**config.mk**
```make
export PLATFORM = sky130hd
export DESIGN_NAME = apb3_cmd_master_flat
export DESIGN_NICKNAME = d
export VERILOG_FILES = /design/src/rtl/apb3_cmd_master_if.sv /design/src/rtl/apb3_cmd_master.sv /design/src/flat_wrapper.sv
export SDC_FILE = /design/constraint.sdc
export NUM_CORES = 1
export LEC_CHECK = 0
export ABC_AREA = 1
export CORE_UTILIZATION = 36
export DETAILED_ROUTE_END_ITERATION = 7
export GPL_ROUTABILITY_DRIVEN = 1
export MAX_ROUTING_LAYER = met4
export PLACE_DENSITY = 0.88
export SLEW_MARGIN = 20
export SYNTH_ARGS = -nofsm -noshare
export SYNTH_HDL_FRONTEND = slang
export SYNTH_SLANG_ARGS = --single-unit
```
**constraint.sdc**
```tcl
create_clock -name io_systemClk -period 1.5 [get_ports io_systemClk]
set_clock_uncertainty 0.2 [all_clocks]
set_input_delay 0.375 -clock io_systemClk [delete_from_list [all_inputs] [get_ports io_systemClk]]
set_output_delay 0.375 -clock io_systemClk [all_outputs]
set_load 0.05 [all_outputs]
```
**src/rtl/apb3_cmd_master_if.sv**
```systemverilog
// Bundle of the command stream, response stream and APB3 bus seen by
// apb3_cmd_master. The master modport is the initiator's view; the slave
// modport is the view of whatever sits around it (user logic plus completer).
interface apb3_cmd_master_if #(
  parameter int ADDR_WIDTH = 16,
  parameter int DATA_WIDTH = 32
);
  logic                  cmd_valid;
  logic                  cmd_ready;
  logic                  cmd_write;
  logic [ADDR_WIDTH-1:0] cmd_addr;
  logic [DATA_WIDTH-1:0] cmd_wdata;
  logic                  rsp_valid;
  logic                  rsp_ready;
  logic [DATA_WIDTH-1:0] rsp_rdata;
  logic                  rsp_error;
  logic [7:0]            err_count;
  logic [ADDR_WIDTH-1:0] PADDR;
  logic                  PSEL;
  logic                  PENABLE;
  logic                  PWRITE;
  logic [DATA_WIDTH-1:0] PWDATA;
  logic                  PREADY;
  logic [DATA_WIDTH-1:0] PRDATA;
  logic                  PSLVERROR;

  modport master (
    input  cmd_valid, cmd_write, cmd_addr, cmd_wdata, rsp_ready,
    input  PREADY, PRDATA, PSLVERROR,
    output cmd_ready, rsp_valid, rsp_rdata, rsp_error, err_count,
    output PADDR, PSEL, PENABLE, PWRITE, PWDATA
  );

  modport slave (
    output cmd_valid, cmd_write, cmd_addr, cmd_wdata, rsp_ready,
    output PREADY, PRDATA, PSLVERROR,
    input  cmd_ready, rsp_valid, rsp_rdata, rsp_error, err_count,
    input  PADDR, PSEL, PENABLE, PWRITE, PWDATA
  );
endinterface

```
**src/rtl/apb3_cmd_master.sv**
```systemverilog
// APB3 initiator: turns one accepted command into a single SETUP/ACCESS
// transfer and returns PRDATA/PSLVERROR on a valid/ready response stream.
// Optional feature macro: APB3_MASTER_TIMEOUT_EN enables an ACCESS-phase
// wait limit of TIMEOUT_CYCLES; without it ACCESS waits for PREADY forever.
module apb3_cmd_master #(
  parameter int ADDR_WIDTH     = 16,
  parameter int DATA_WIDTH     = 32,
  parameter int TIMEOUT_CYCLES = 256
) (
  input logic                io_systemClk,
  input logic                io_systemReset,
  apb3_cmd_master_if.master  bus
);

  localparam logic [1:0] ST_IDLE   = 2'd0;
  localparam logic [1:0] ST_SETUP  = 2'd1;
  localparam logic [1:0] ST_ACCESS = 2'd2;
  localparam logic [1:0] ST_RESP   = 2'd3;

  logic [1:0]            state_q,     state_d;
  logic                  cmd_ready_q, cmd_ready_d;
  logic                  rsp_valid_q, rsp_valid_d;
  logic [DATA_WIDTH-1:0] rsp_rdata_q, rsp_rdata_d;
  logic                  rsp_error_q, rsp_error_d;
  logic [7:0]            err_count_q, err_count_d;
  logic [ADDR_WIDTH-1:0] paddr_q,     paddr_d;
  logic                  psel_q,      psel_d;
  logic                  penable_q,   penable_d;
  logic                  pwrite_q,    pwrite_d;
  logic [DATA_WIDTH-1:0] pwdata_q,    pwdata_d;

`ifdef APB3_MASTER_TIMEOUT_EN
  localparam logic [15:0] TIMEOUT_LIMIT = 16'(TIMEOUT_CYCLES);
  logic [15:0] timer_q, timer_d;
`endif

  // Next-state and next-output logic for the IDLE/SETUP/ACCESS/RESP sequence
  always_comb begin
    state_d     = state_q;
    rsp_valid_d = rsp_valid_q;
    rsp_rdata_d = rsp_rdata_q;
    rsp_error_d = rsp_error_q;
    err_count_d = err_count_q;
    paddr_d     = paddr_q;
    psel_d      = psel_q;
    penable_d   = penable_q;
    pwrite_d    = pwrite_q;
    pwdata_d    = pwdata_q;
`ifdef APB3_MASTER_TIMEOUT_EN
    timer_d     = timer_q;
`endif
    case (state_q)
      ST_IDLE: begin
        if (bus.cmd_valid && cmd_ready_q) begin
          paddr_d   = bus.cmd_addr;
          pwrite_d  = bus.cmd_write;
          pwdata_d  = bus.cmd_wdata;
          psel_d    = 1'b1;
          penable_d = 1'b0;
          state_d   = ST_SETUP;
        end
      end
      ST_SETUP: begin
        penable_d = 1'b1;
        state_d   = ST_ACCESS;
`ifdef APB3_MASTER_TIMEOUT_EN
        timer_d   = '0;
`endif
      end
      ST_ACCESS: begin
        if (bus.PREADY) begin
          rsp_rdata_d = pwrite_q ? '0 : bus.PRDATA;
          rsp_error_d = bus.PSLVERROR;
          if (bus.PSLVERROR && err_count_q != 8'hFF) begin
            err_count_d = err_count_q + 8'd1;
          end
          psel_d      = 1'b0;
          penable_d   = 1'b0;
          rsp_valid_d = 1'b1;
          state_d     = ST_RESP;
        end
`ifdef APB3_MASTER_TIMEOUT_EN
        else begin
          timer_d = timer_q + 16'd1;
          if (timer_d == TIMEOUT_LIMIT) begin
            rsp_rdata_d = '0;
            rsp_error_d = 1'b1;
            if (err_count_q != 8'hFF) begin
              err_count_d = err_count_q + 8'd1;
            end
            psel_d      = 1'b0;
            penable_d   = 1'b0;
            rsp_valid_d = 1'b1;
            state_d     = ST_RESP;
          end
        end
`endif
      end
      default: begin
        if (bus.rsp_ready) begin
          rsp_valid_d = 1'b0;
          state_d     = ST_IDLE;
        end
      end
    endcase
    cmd_ready_d = (state_d == ST_IDLE);
  end

  // State and registered outputs; reset abandons any transfer or pending response
  always_ff @(posedge io_systemClk) begin
    if (io_systemReset) begin
      state_q     <= ST_IDLE;
      cmd_ready_q <= 1'b0;
      rsp_valid_q <= 1'b0;
      rsp_rdata_q <= '0;
      rsp_error_q <= 1'b0;
      err_count_q <= '0;
      paddr_q     <= '0;
      psel_q      <= 1'b0;
      penable_q   <= 1'b0;
      pwrite_q    <= 1'b0;
      pwdata_q    <= '0;
    end else begin
      state_q     <= state_d;
      cmd_ready_q <= cmd_ready_d;
      rsp_valid_q <= rsp_valid_d;
      rsp_rdata_q <= rsp_rdata_d;
      rsp_error_q <= rsp_error_d;
      err_count_q <= err_count_d;
      paddr_q     <= paddr_d;
      psel_q      <= psel_d;
      penable_q   <= penable_d;
      pwrite_q    <= pwrite_d;
      pwdata_q    <= pwdata_d;
    end
  end

`ifdef APB3_MASTER_TIMEOUT_EN
  // ACCESS wait counter, cleared while in SETUP
  always_ff @(posedge io_systemClk) begin
    if (io_systemReset) begin
      timer_q <= '0;
    end else begin
      timer_q <= timer_d;
    end
  end
`endif

  assign bus.cmd_ready = cmd_ready_q;
  assign bus.rsp_valid = rsp_valid_q;
  assign bus.rsp_rdata = rsp_rdata_q;
  assign bus.rsp_error = rsp_error_q;
  assign bus.err_count = err_count_q;
  assign bus.PADDR     = paddr_q;
  assign bus.PSEL      = psel_q;
  assign bus.PENABLE   = penable_q;
  assign bus.PWRITE    = pwrite_q;
  assign bus.PWDATA    = pwdata_q;

endmodule

```
**src/flat_wrapper.sv**
```systemverilog
// flat-port wrapper written by rule: the top's interface ports become plain ports
module apb3_cmd_master_flat 
#(
  parameter int ADDR_WIDTH     = 16,
  parameter int DATA_WIDTH     = 32,
  parameter int TIMEOUT_CYCLES = 256
)
  (io_systemClk, io_systemReset, bus_cmd_valid, bus_cmd_write, bus_cmd_addr, bus_cmd_wdata, bus_rsp_ready, bus_PREADY, bus_PRDATA, bus_PSLVERROR, bus_cmd_ready, bus_rsp_valid, bus_rsp_rdata, bus_rsp_error, bus_err_count, bus_PADDR, bus_PSEL, bus_PENABLE, bus_PWRITE, bus_PWDATA);
  apb3_cmd_master_if #(.ADDR_WIDTH(ADDR_WIDTH), .DATA_WIDTH(DATA_WIDTH)) bus_i ();
  input logic io_systemClk;
  input logic io_systemReset;
  input wire logic [$bits(bus_i.cmd_valid)-1:0] bus_cmd_valid;
  input wire logic [$bits(bus_i.cmd_write)-1:0] bus_cmd_write;
  input wire logic [$bits(bus_i.cmd_addr)-1:0] bus_cmd_addr;
  input wire logic [$bits(bus_i.cmd_wdata)-1:0] bus_cmd_wdata;
  input wire logic [$bits(bus_i.rsp_ready)-1:0] bus_rsp_ready;
  input wire logic [$bits(bus_i.PREADY)-1:0] bus_PREADY;
  input wire logic [$bits(bus_i.PRDATA)-1:0] bus_PRDATA;
  input wire logic [$bits(bus_i.PSLVERROR)-1:0] bus_PSLVERROR;
  output wire logic [$bits(bus_i.cmd_ready)-1:0] bus_cmd_ready;
  output wire logic [$bits(bus_i.rsp_valid)-1:0] bus_rsp_valid;
  output wire logic [$bits(bus_i.rsp_rdata)-1:0] bus_rsp_rdata;
  output wire logic [$bits(bus_i.rsp_error)-1:0] bus_rsp_error;
  output wire logic [$bits(bus_i.err_count)-1:0] bus_err_count;
  output wire logic [$bits(bus_i.PADDR)-1:0] bus_PADDR;
  output wire logic [$bits(bus_i.PSEL)-1:0] bus_PSEL;
  output wire logic [$bits(bus_i.PENABLE)-1:0] bus_PENABLE;
  output wire logic [$bits(bus_i.PWRITE)-1:0] bus_PWRITE;
  output wire logic [$bits(bus_i.PWDATA)-1:0] bus_PWDATA;
  assign bus_i.cmd_valid = bus_cmd_valid;
  assign bus_i.cmd_write = bus_cmd_write;
  assign bus_i.cmd_addr = bus_cmd_addr;
  assign bus_i.cmd_wdata = bus_cmd_wdata;
  assign bus_i.rsp_ready = bus_rsp_ready;
  assign bus_i.PREADY = bus_PREADY;
  assign bus_i.PRDATA = bus_PRDATA;
  assign bus_i.PSLVERROR = bus_PSLVERROR;
  assign bus_cmd_ready = bus_i.cmd_ready;
  assign bus_rsp_valid = bus_i.rsp_valid;
  assign bus_rsp_rdata = bus_i.rsp_rdata;
  assign bus_rsp_error = bus_i.rsp_error;
  assign bus_err_count = bus_i.err_count;
  assign bus_PADDR = bus_i.PADDR;
  assign bus_PSEL = bus_i.PSEL;
  assign bus_PENABLE = bus_i.PENABLE;
  assign bus_PWRITE = bus_i.PWRITE;
  assign bus_PWDATA = bus_i.PWDATA;
  apb3_cmd_master #(.ADDR_WIDTH(ADDR_WIDTH), .DATA_WIDTH(DATA_WIDTH), .TIMEOUT_CYCLES(TIMEOUT_CYCLES)) u_core (.io_systemClk(io_systemClk), .io_systemReset(io_systemReset), .bus(bus_i));
endmodule
```
After elaboration in Yosys (flattened, before gate mapping). Index checks and enable logic that the tools add are counted. W data, S select, Z words.

Register bits after elaboration: 96. Output and inout port bits: 94.

Bitwise operators: 1. Reduce and logical (&&, ||, !) cells: 14. Equal/unequal tests: 5. Muxes and demuxes: 13. Add/subtract/negate cells: 1.

Operators by type and width (number): $mux W32 (1); $reduce_and A3 Y1 (4); $add A8 B1 Y8 const B (1); $ne A8 B8 Y1 const B (1); $mux W2 (3); $pmux W2 S3 (1); $mux W1 (5); $logic_not A2 Y1 (2); $pmux W1 S2 (2); $reduce_and A2 Y1 (2); $reduce_bool A2 Y1 (2); $pmux W1 S3 (1); $reduce_bool A3 Y1 (1); $eq A2 B1 Y1 const B (1); $eq A2 B2 Y1 const B (1); $logic_and A1 B1 Y1 (2); $ne A2 B1 Y1 const B (1); $ne A2 B2 Y1 const B (1); $reduce_or A2 Y1 (1); $not A1 Y1 (1).

Logic depth before layout (Yosys ltp).
Depth after elaboration: 4. Mapped depth: 9.

Worst setup path before layout. Ideal clock, no wire load.

Path type: register to register. From: reg u_core.err_count_q[1] (netlist: u_core.bus.err_count[1]). To: reg u_core.err_count_q[4] (netlist: u_core.bus.err_count[4]). Buffers on the path: 0. Path slack: -366 ps. Clock period less this slack: 1866 ps. Stages on the path, launching flop included: 9. Data arrival time: 1550 ps. Setup time: 116 ps. Path through: dfxtp_1 -> ha_1 -> nand2_1 -> nor2_1 -> nand2_1 -> nand2_2 -> inv_2 -> a21oi_1 -> nor2_1.

Word-level cells in the longest chain between the ends: 3.

RTL lines: from (decl) (line apb3_cmd_master.sv:25) `logic [7:0] err_count_q, err_count_d;`; from (signal assigned) (line apb3_cmd_master.sv:129) `err_count_q <= err_count_d;`; branches (longest 3 deep; another with $add A8 B1 Y8).

Parallel ways; which one is timed is not known. A chain may end at the register's enable or synchronous reset.

Worst setup path in the final report.
From: reg u_core.state_q[0]. To: reg u_core.paddr_q[10] (netlist: u_core.bus.PADDR[10]).

Word-level cells in the longest chain between the ends: 2.

RTL lines: from (decl) (line apb3_cmd_master.sv:20) `logic [1:0] state_q, state_d;`; from (signal assigned) (line apb3_cmd_master.sv:124) `state_q <= state_d;`; $logic_not A2 Y1 (line apb3_cmd_master.sv:52) `case (state_q)`; $reduce_and A2 Y1 (no line); to (signal assigned) (line apb3_cmd_master.sv:130) `paddr_q <= paddr_d;`; to (decl) (line apb3_cmd_master.sv:26) `logic [ADDR_WIDTH-1:0] paddr_q, paddr_d;`.

Every way passes these cells.

==> impl_results.md <==
- Status: complete, but fails checks
- Failing checks: setup timing
- H-tree depth: 3
- Hold crit path type: register to register
- Num CTS Buffers: 9
- Crit. End Element: register
- Slowest CP cell: dfxtp_2
- Final Slew Violations: 0
- Post-DRT Antenna Nets: 0
- Initial core utilization: 37.11%
- Leak pwr: 2.962 nW
- Antenna diode count: 0
- GP Congestion: 0.8059
- CP peak stage delay: 0.35 ns
- Chip height: 102.2 um
- Worst Path Arrival: 1.75 ns
- Top-Level Pins: 181
- Initial detailed-routing violation count: 170
- Worst-Margin Slew: 0.4118 ns
- CP cell instances: inv_4, ha_4, inv_4, nor2_4, buf_8, o21ai_0, nor2_1
- Clock insertion delay at the later pin of the skew report: 0.36 ns
- Post-synthesis instance area: 0.003611 mm2
- Vias per cell: 5.005
- Sequential area share after synthesis: 53.22%
- Vias in the first global route: 4,084
- Worst Setup Start Kind: register
- Drt pass-1 iters: 4
- DRC viols: 0
- Die ar.: 0.01043 mm2
- WP data required: 1.55 ns
- Area after DPL: 0.006686 mm2
- TNS Setup: -2.600 ns
- First-pass GRT wire length: 19.07 mm
- CTS Buffer Depth: 2
- RSZ-0062 raised after global routing: true
- CORE AREA: 0.009729 mm2
- Fin crit share: 113.1%
- Mean Syn Cell Area: 7.667 um2
- Hold_ws: 0.2704 ns
- Fraction of layout cells with a size suffix above 1: 45.45%
- CTS Root Cell: clkbuf_8
- Clk slew on worst S/H paths: 0.10 ns
- Post-Place Setup Slack: -0.4235 ns
- Design area: 0.007605 mm2
- Final setup fails: 57
- Yosys Warn Count: 0
- Syn Inst Count: 471
- Final Power: 12.00 mW
- Hold Vio Cnt, Final: 0
- #FFs+latches synth: 96
- Total gr overflow: 0
- Setup WS post-layout: -0.1961 ns
- Die width: 102.2 um
- Nets: 769
- CTS Sinks: 96
- VDD IR max: 1.104 mV
- Total GRT Usage: 24.56%
- Rows: 36
- Slew HR: 72.26%
- P&R area growth vs syn: 110.6%
- Peak Freq: 589.6 MHz
- Max Cap Viol: 0
- CTS Hold Bufs: 0
- Setup CP Type: register to register
- Via count: 4,079
- Post-DP HPWL: 8.956 mm
- CTS tree: built
- Initial antenna violation count: 0
- Tmin final: 1.696 ns
- Total wire length: 13.82 mm
- Post-synth cell types: 23
- PwrDens: 1578 mW/mm2
- IO Port Bufs: 180
- Top cell by count, worst path: inv_4
- WL/cell: 16.96 um
- Worst Path Max Fanout: 20
- Largest net degree at the start of global routing: 36
- Post-Syn Nets: 563
layout by cell type, fill, tap and decap left out, drive strengths merged, types with 5 or more instances in the layout:
cell           synthesis  routed
clkbuf                22      16
clkdlybuf4s50          0      85
nand3                 37      37
ha                     5       5
dfxtp                 96      96
a21oi                 42      42
inv                   21      22
nor2                 116     116
nand2                 63      63
buf                    7     133
o21ai                 54      54
path summary, 6_finish.rpt:
kind / startpoint / to / slack [ns] / depth (start not counted)
hold / removal: u_core.bus.rsp_valid / u_core.bus.rsp_valid / 0.27 / 2
setup reg to reg: u_core.state_q[0] / u_core.bus.PADDR[10] / -0.20 / 7
hold reg to reg: u_core.bus.rsp_valid / u_core.bus.rsp_valid / 0.27 / 2
setup / recovery: u_core.state_q[0] / u_core.bus.PADDR[10] / -0.20 / 7
state kept, by name, indices dropped and copies added, names as in the netlist:
signal                cells
u_core.bus.PWDATA        32
u_core.bus.rsp_rdata     32
u_core.bus.PADDR         16
u_core.bus.err_count      8
u_core.state_q            2
u_core.bus.PENABLE        1
u_core.bus.PSEL           1
u_core.bus.PWRITE         1
u_core.bus.cmd_ready      1
u_core.bus.rsp_error      1
u_core.bus.rsp_valid      1
repair_timing:
item                                    CTS  global route
gates resized for setup                  56           132
setup buffers                             7             5
cloned                                    0             8
endpoints found under the setup margin   95           152
pin swaps                                 7            28
final cells by class:
cell class	instances	area [um2]
multi-input combinational	325	1759
sequential	96	2038
clock inverter	5	85.08
tap	133	166.4
clock buffer	11	152.6
inverter	21	96.34
fill	600	2125
timing repair buffer	224	3307
synthesized netlist by cell type, drive strengths merged:
| library cell | number | area, um2 |
|---|---|---|
| a21oi | 42 | 210.2 |
| buf | 7 | 42.54 |
| clkbuf | 22 | 85.08 |
| dfxtp | 96 | 1922 |
| ha | 5 | 62.56 |
| inv | 21 | 78.82 |
| nand2 | 63 | 246.5 |
| nand3 | 37 | 185.2 |
| nor2 | 116 | 450.4 |
| nor3 | 1 | 5.000 |
| o211ai | 2 | 15.01 |
| o21ai | 54 | 270.3 |
| o21bai | 1 | 7.510 |
| o22ai | 1 | 6.260 |
| or2 | 1 | 6.260 |
| xor2 | 2 | 17.52 |
cells by family after synthesis:
family | after synthesis | share of synthesized area [%]
and+or+nand+nor | 218 | 24.74
AOI/OAI and AO/OA | 100 | 14.10
DFF | 96 | 53.22
buffers and inverters | 50 | 5.717
adders and majority gates | 5 | 1.733
xor gates and xnor gates | 2 | 0.4852
stage by stage:
| stage | utilization (%) | std cells |
|---|---|---|
| floorplan | - | 471 |
| global placement | 68.72 | 780 |
| detailed placement | 68.72 | 780 |
| CTS | 73.08 | 803 |
| global route | 78.16 | 815 |
| finish | 78.16 | 815 |
worst max-delay path, delay by kind of cell, from the launching register on:
| kind | cells | cell delay, ns |
|---|---|---|
| AO/OA/AOI/OAI | 1 | 0.09 |
| adder cells (fa/ha/maj) | 1 | 0.16 |
| buffers and inverters | 3 | 0.31 |
| flip-flops | 1 | 0.35 |
| AND/OR/NAND/NOR | 2 | 0.48 |
layer usage:
metal | track usage, % | vias to the layer above | share of wire (%)
li1 | - | 1936 | -
met1 | 25.62 | 1942 | 37
met2 | 44.91 | 169 | 54
met3 | 5.267 | 32 | 6.9
met4 | 9.451 | 0 | 2.8
met5 | - | - | 0
where the power goes:
part           leakage, nW  internal (mW)  total [mW]  switching, mW
Clock                0.115           1.05        1.99          0.942
Sequential           0.820           3.14        3.70          0.557
Combinational         2.03           3.02        6.31           3.29
Note: power is estimated with default switching activity, not from simulation.
